==> config.mk <==
export PLATFORM = sky130hd
export DESIGN_NAME = dma_apb_regfile
export DESIGN_NICKNAME = d
export VERILOG_FILES = /design/src/rtl/dma_apb_regfile.sv
export SDC_FILE = /design/constraint.sdc
export NUM_CORES = 1
export LEC_CHECK = 0
export CAP_MARGIN = 20
export CORE_AREA = 2 2 214 216
export DETAILED_ROUTE_END_ITERATION = 7
export DIE_AREA = 0 0 216 218
export PLACE_DENSITY = 0.76
export SLEW_MARGIN = 5
export SYNTH_ARGS = -nofsm -noshare
export SYNTH_HDL_FRONTEND = slang
export SYNTH_SLANG_ARGS = --single-unit
==> constraint.sdc <==
create_clock -name clk -period 5.6 [get_ports clk]
set_input_delay 1.68 -clock clk [delete_from_list [all_inputs] [get_ports clk]]
set_output_delay 1.68 -clock clk [all_outputs]
set_load 0.005 [all_outputs]
==> src/rtl/dma_apb_regfile.sv <==
// APB3 register file for the 4-channel DMA controller: per-channel SRC/DST/CNT/CTRL,
// global DONE status with write-1-to-clear, interrupt generation and channel retirement.
module dma_apb_regfile #(
  parameter int PADDR_W = 8
) (
  input  logic               clk,
  input  logic               rstn,
  input  logic               PSEL,
  input  logic               PENABLE,
  input  logic               PWRITE,
  input  logic [PADDR_W-1:0] PADDR,
  input  logic [31:0]        PWDATA,
  output logic [31:0]        PRDATA,
  output logic               PREADY,
  output logic               PSLVERR,
  output logic [127:0]       src_addr_flat,
  output logic [127:0]       dest_addr_flat,
  output logic [127:0]       count_flat,
  output logic [3:0]         ch_req,
  input  logic [3:0]         transfer_done,
  output logic               irq
);

  localparam logic [31:0] ID_VALUE = 32'h444D_4104;

  logic [3:0][31:0] srcQ, srcD;
  logic [3:0][31:0] dstQ, dstD;
  logic [3:0][31:0] cntQ, cntD;
  logic [3:0]       busyQ, busyD;
  logic [3:0]       ieQ, ieD;
  logic [3:0]       doneQ, doneD;

  logic       upperZero;
  logic       access, wrEn, rdEn;
  logic [1:0] chIdx, regIdx;
  logic       aligned, isChan, isGlob, isStatus, isIrqStat, isId, mapped;
  logic       chBusy, chCntZero;
  logic       lockedWr, startRej, roWr;
  logic [3:0] doneSet, doneClr;

  // Any address bit above the 7-bit decoded window makes the access unmapped.
  if (PADDR_W > 7) begin : gUpper
    assign upperZero = (PADDR[PADDR_W-1:7] == '0);
  end else begin : gNoUpper
    assign upperZero = 1'b1;
  end

  assign access    = PSEL & PENABLE;
  assign wrEn      = access & PWRITE;
  assign rdEn      = access & ~PWRITE;
  assign chIdx     = PADDR[5:4];
  assign regIdx    = PADDR[3:2];
  assign aligned   = (PADDR[1:0] == 2'b00);
  assign isChan    = upperZero & aligned & ~PADDR[6];
  assign isGlob    = upperZero & aligned & PADDR[6] & (PADDR[5:4] == 2'b00);
  assign isStatus  = isGlob & (regIdx == 2'd0);
  assign isIrqStat = isGlob & (regIdx == 2'd1);
  assign isId      = isGlob & (regIdx == 2'd2);
  assign mapped    = isChan | isStatus | isIrqStat | isId;

  assign chBusy    = busyQ[chIdx];
  assign chCntZero = (cntQ[chIdx] == 32'd0);

  // Writes to SRC/DST/CNT are locked while the master may still sample them.
  assign lockedWr  = wrEn & isChan & (regIdx != 2'd3) & chBusy;
  assign startRej  = wrEn & isChan & (regIdx == 2'd3) & PWDATA[0] & (chBusy | chCntZero);
  assign roWr      = wrEn & (isIrqStat | isId);

  assign PREADY  = 1'b1;
  assign PSLVERR = access & (~mapped | lockedWr | startRej | roWr);

  assign src_addr_flat  = srcQ;
  assign dest_addr_flat = dstQ;
  assign count_flat     = cntQ;
  assign ch_req         = busyQ;
  assign irq            = |(doneQ & ieQ);

  // Read data mux: driven only during a read access phase, zero otherwise.
  always_comb begin
    PRDATA = 32'd0;
    if (rdEn) begin
      if (isChan) begin
        case (regIdx)
          2'd0:    PRDATA = srcQ[chIdx];
          2'd1:    PRDATA = dstQ[chIdx];
          2'd2:    PRDATA = cntQ[chIdx];
          default: PRDATA = {30'd0, ieQ[chIdx], busyQ[chIdx]};
        endcase
      end else if (isStatus) begin
        PRDATA = {28'd0, doneQ};
      end else if (isIrqStat) begin
        PRDATA = {28'd0, doneQ & ieQ};
      end else if (isId) begin
        PRDATA = ID_VALUE;
      end
    end
  end

  // Next-state: retire finished channels first, then apply the APB write against pre-edge BUSY.
  always_comb begin
    srcD    = srcQ;
    dstD    = dstQ;
    cntD    = cntQ;
    ieD     = ieQ;
    doneSet = transfer_done & busyQ;
    doneClr = (wrEn & isStatus) ? PWDATA[3:0] : 4'd0;
    busyD   = busyQ & ~doneSet;
    doneD   = (doneQ & ~doneClr) | doneSet;
    if (wrEn & isChan) begin
      case (regIdx)
        2'd0: if (!chBusy) srcD[chIdx] = {PWDATA[31:2], 2'b00};
        2'd1: if (!chBusy) dstD[chIdx] = {PWDATA[31:2], 2'b00};
        2'd2: if (!chBusy) cntD[chIdx] = PWDATA;
        default: begin
          ieD[chIdx] = PWDATA[1];
          if (PWDATA[0] && !chBusy && !chCntZero) busyD[chIdx] = 1'b1;
        end
      endcase
    end
  end

  // State registers with asynchronous clear.
  always_ff @(posedge clk or negedge rstn) begin
    if (!rstn) begin
      srcQ  <= '0;
      dstQ  <= '0;
      cntQ  <= '0;
      busyQ <= '0;
      ieQ   <= '0;
      doneQ <= '0;
    end else begin
      srcQ  <= srcD;
      dstQ  <= dstD;
      cntQ  <= cntD;
      busyQ <= busyD;
      ieQ   <= ieD;
      doneQ <= doneD;
    end
  end

endmodule

==> flow_summary_export.csv <==
group,metric,value,unit
critical_path,critPathTopFamily,"buffers and inverters",
detailed_routing,ant_nets,0,
yosys,async_flop_share,100,%
detailed_routing,routedWlPerCell,27.6,um
sta,period_share,100,%
hold_path,hold_depth,1,
yosys,synth_cells,1224,
global_routing,grt_pass1_vias,13900,
layout,nets,1759,
floorplanning,die_y,218,um
clocking,clock_path_buffers,3,
place,io_buffers,454,
sta,hold_viol_final,0,
floorplanning,initial_core_util,39.3,%
sta,setup_ws,-0.000345,ns
floorplanning,num_rows,78,
critical_path,r2r-end,"src_addr_flat[14]$_DFFE_PN0P_",
global_routing,antenna_found_initial,1,
critical_path,r2r-start,"ch_req[3]$_DFF_PN0_",
clocking,cts_sinks,380,
detailed_routing,drtIter0Drc,870,
sta,drv_slew,0,
sta,max_freq,179,MHz
power_and_ir_drop,vdd_drop_max,0.181,mV
critical_path,crit_start,"PADDR[5]",
power_and_ir_drop,p_leak,11.4,nW
yosys,syn_area,17700,um2
layout,fin_util,55.6,%
floorplanning,core,44900,um2
sta,setup_viol_count_final,1,
layout,synthToLayoutAreaGrowth,41.4,%
critical_path,worstSetupStartpointType,"primary input",
global_routing,grt.total_usage,27.2,%
layout,final_layout_size_suffix_gt1_share,37.9,%
critical_path,crit_path_end_kind,"output port",
yosys,synth_top_area_share,53.8,%
floorplanning,dieArea,47100,um2
global_routing,grt_pass1_wl,94200,um
critical_path,worst_path_most_repeated_cell,"buf_4",
yosys,syn_avg_cell_area,14.4,um2
clocking,h-tree-depth,2,
hold_path,whs_endpoint,"dest_addr_flat[127]$_DFFE_PN0P_",
sta,rsz0062_at_grt,"yes",
clocking,cts_tree,"built",
detailed_routing,wl,64500,um
power_and_ir_drop,finalPower,6.12,mW
outcome,status,"complete, but fails checks",
yosys,ys_types,40,
detailed_routing,drtPass1Iterations,5,
yosys,synth_commonest_cells,"dfrtp_1, mux2_2, mux4_2",
detailed_routing,vias,13200,
critical_path,crit_slowest_cell,"mux4_2",
floorplanning,die_w,216,um
yosys,synth_top_area_cell,"dfrtp_1",
yosys,ys.flop_type,"dfrtp_1",
clocking,ctsHoldBuffers,0,
critical_path,r2r_cells,6,
critical_path,max_stage_delay,0.37,ns
yosys,ys_ff_latch,380,
clocking,clk_pin_slew,0.06,ns
clocking,numCtsBuffers,42,
detailed_routing,via_per_inst,5.64,
global_routing,grt_max_degree,134,
global_routing,overflow,0,
hold_path,hold_start,"dest_addr_flat[127]$_DFFE_PN0P_",
clocking,ctsRootBufferMaster,"clkbuf_16",
detailed_routing,drc,0,
sta,relSlewSlack,28.0,%
power_and_ir_drop,pwr_density_cell,245,nW/um2
outcome,violations,"negative setup slack",
critical_path,crit_required,3.92,ns
yosys,yosys-top-cells-area,"dfrtp_1, mux2_2, mux4_2",
hold_path,hp-class,"register to register",
sta,fin_skew,0.0138,ns
critical_path,critPathArrivalTime,3.92,ns
critical_path,critPathBufInv,5,
clocking,clock_latency,0.57,ns
yosys,ys_seq_area_share,53.8,%
critical_path,critPathKind,"primary input to output port",
place,place.gp.congestion,0.892,
yosys,yosysMostFrequentCell,"dfrtp_1",
place,place_hpwl,45200,um
floorplanning,boundaryPins,472,
sta,max_slew.worst_pin.slew,1.08,ns
sta,final.min_clock_period,5.60,ns
critical_path,r2r_slack,2.58,ns
job,maxCapViolCount,0,
yosys,synth_edf_count,0,
critical_path,cp_max_fo,9,
yosys,ys_warn_count,0,
critical_path,crit_chain,"buf_6, buf_4, mux4_2, nor4_4, buf_4, nand4_1, buf_4, or2_4, a221oi_4, buf_2",
final cells by class:
type / instances / area, um2
Inverter: 6 / 22.5
Multi-Input combinational cell: 730 / 7800
Clock buffer: 58 / 1220
Sequential cell: 380 / 9510
Clock inverter: 15 / 159
Timing Repair Buffer: 550 / 5510
Tap cell: 600 / 751
Fill cell: 3664 / 19900
Antenna cell: 1 / 2.50
sequential cells by signal (all words and copies together), names as in the netlist:
signal and count:
ch_req 4, count_flat 128, dest_addr_flat 120, doneQ 4, ieQ 4, src_addr_flat 120
repair_timing:
action	4_1_cts	5_1_grt
gates cloned	2	0
hold endpoints to repair	0	0
resized for setup	28	13
setup buffers	3	3
endpoints found under the setup margin	12	15
pin swaps	7	4
layout by cell type (no fill, tap or decap), types with 4 or more instances in the layout:
master and instances:
clkbuf_8 9, buf_4 78, o21ai_0 7, a21oi_1 62
conb_1 17, nor4_4 6, clkinv_2 9, inv_1 5
nand2_1 71, dlymetal6s2s_1 4, nand2_2 9, mux2_2 360
mux4_2 94, clkdlybuf4s50_1 443, buf_12 14, mux2_1 12
dfrtp_1 380, a22o_1 4, clkbuf_16 43, nor2_1 28
clkbuf_1 6, nor3_1 4, nor4_1 4, a21oi_2 6
per-stage QoR:
stage                     worst slack (ns)   TNS [ns]  hold WS, ns  cell area [um2]  cells
after floorplan                      0.153          0        0.482            17700   1239
after global placement               -1.17      -2.01        0.496            23300   2259
after detailed placement             -1.23      -2.16        0.505            23300   2259
after CTS                          -0.0647    -0.0647        0.520            24900   2336
after global routing               -0.0689    -0.0689        0.544            25000   2340
final                            -0.000345  -0.000345        0.526            25000   2340
cells by family (layout without fill, tap and decap cells):
kind of cell	Yosys count	in the layout	share of synthesized area [%]
AOI/OAI and AO/OA	90	90	2.80
buffers and inverters	129	629	3.44
DFF	380	380	53.8
muxes	469	469	35.9
other	2	18	0.0425
and+or+nand+nor	154	154	3.99
how the worst max path moves through the flow:
stage | endpoint | cells after the start
6_report | PSLVERR | 10
5_1_grt | PSLVERR | 10
4_1_cts | PSLVERR | 9
3_5_place_dp | PSLVERR | 10
3_3_place_gp | PSLVERR | 10
2_1_floorplan | PSLVERR | 7
routing by layer:
metal / up-vias / wire (um) / GRT usage, %
met5: - / 0 / 0
met4: 0 / 2230 / 9.11
met3: 129 / 5210 / 6.90
met2: 634 / 31700 / 45.4
met1: 6964 / 25400 / 34.6
li1: 5459 / - / -
where the power goes:
| part | internal [mW] | switching, mW | total, mW |
|---|---|---|---|
| registers | 2.79 | 0.0397 | 2.83 |
| logic | 0.230 | 0.257 | 0.487 |
| clock network | 1.66 | 1.15 | 2.81 |
No activity file was read; power rests on OpenSTA's default activity.
==> RTL edit (same settings) <==
Make the reset (`rstn`) synchronous in one clocked block. Comments in the files are not updated.
--- a/src/rtl/dma_apb_regfile.sv
+++ b/src/rtl/dma_apb_regfile.sv
@@ -121,5 +121,5 @@
 
   // State registers with asynchronous clear.
-  always_ff @(posedge clk or negedge rstn) begin
+  always_ff @(posedge clk) begin
     if (!rstn) begin
       srcQ  <= '0;
Formal check against the unedited RTL: not equivalent (Yosys sat finds a counterexample within 4 cycles, from zero or initial values and one cycle with rstn low; the reset may be asserted at any time).
==> RTL edit against the unedited design <==
Utilization shrank 2.7 points; setup slack improved by 0.0096 ns; combinational power is 36% lower; sequential cell count stayed put; design area decreased by 4.8%; sequential power decreased by 5%; routed wire length increased by 12%; area after synthesis fell by 5.3%; via count up 34%; power decreased by 6.8%; count of clock-buffer cells in the layout fell by 3; critical path type unchanged.
==> RTL edit: results (changes against the unedited design) <==
[layout]
multiInputGateArea_sq_mm=0.008427  ; +8.1%
instances_no_fill=3119  ; +33%
nNonClkBuffers=576  ; +4.7%
nClkBuffers=55  ; -5.2%
fill_cells=3974  ; +8.5%
nets=2543  ; +45%
antennaDiodeCount=0  ; -1
drive_above_1_share=0.1274  ; -0.2515
nMultiInputCombCells=1491  ; +100%
clkCellAreaFrac=0.05446  ; -0.0008455
inv_count=4  ; -2

[drt]
wl_met2_microns=32130  ; +1.3%
met3_length_microns=9247  ; +77%
via_per_inst=5.684  ; +0.87%
drt_iter0_drc=2390  ; +170%
wirelength_met1_microns=27800  ; +9.6%
first_pass_iters=8  ; +3

[global_route]
grt_pass1_wl_microns=106300  ; +13%
grt_max_degree=174  ; +30%
grt_pass1_vias=16874  ; +22%
grtUsageTotal=0.2934  ; +0.02190
antenna_found_initial=0  ; -1

[pwr]
leakage_nw=7.736  ; -32%
clkPwrFrac=0.471  ; +0.012
irDropWorstVdd_mv=0.1950  ; +7.8%
p_sw_mw=1.353  ; -6.3%
pg_comb_mw=0.310  ; -36%

[synth]
synthMuxAreaShare=0.1283  ; -0.2305
synthCells=2064  ; +69%
syn_area_sq_mm=0.01673  ; -5.3%
yosysSeqAreaShare=0.4547  ; -0.08379
synth_compound_area_frac=0.1421  ; +0.1141
netlist_top_cells_area=dfxtp_1, nand2_1, a21oi_1, mux4_2, clkbuf_1
yosys_most_used_dff=dfxtp_1
synth_commonest_cells=nand2_1, a21oi_1, dfxtp_1
ys_types=41  ; +2.5%

[timing]
skew_ns=0.01988  ; +0.006046 ns
period_minus_slack_ns=5.591  ; -0.009645 ns

[setup_path]
crit_end=PRDATA[2]
reg2reg_from=ch_req[3]
path_max_fanout=4  ; -5
cpPeakStageDelay_ns=0.54  ; +0.17 ns
critPathArrivalTime_ns=3.91  ; about the same
rrSetupSlack_ns=2.62  ; +0.04 ns
timing.rr.end=dest_addr_flat[41]
r2r_cells=7  ; +1
cpMaxStageDelayCell=clkdlybuf4s50_1

[clock_network]
clk_latency_ns=0.57  ; about the same
numCtsBuffers=41  ; -2.4%

[outcome]
status=finished, final reports clean

[min_path]
hold_path_depth=2  ; +1
min_to=src_addr_flat[70]

[placement]
place_congestion=0.9910  ; +11%
dp_cells=3031  ; +34%
place_area_sq_mm=0.02203  ; -5.5%

[RTL edit: cell types whose count changed after synthesis, sizes merged, moves of 13 or more]
cell / unedited run / this run
nand2: 80 / 812
buf: 71 / 84
dfrtp: 380 / 0
dfxtp: 0 / 380
mux2: 372 / 0
clkbuf: 52 / 120
a21oi: 68 / 440
[RTL edit: repair_timing]
item                                    CTS  global route
pin swaps                                 4             3
gates resized for setup                  27            25
cloned                                    1             2
buffers inserted                         14             3
endpoints found under the setup margin   28            28
[RTL edit: routing by layer]
layer / vias up / track usage
met2: 1233 / 0.4501
met3: 205 / 0.08354
li1: 7755 / -
met4: 0 / 0.1219
met5: - / 0
met1: 8535 / 0.3885
[RTL edit: cells by family after synthesis]
kind of cell | after synthesis
and+or+nand+nor | 911
AOI/OAI and AO/OA | 466
other | 2
buffers and inverters | 208
DFF | 380
muxes | 97
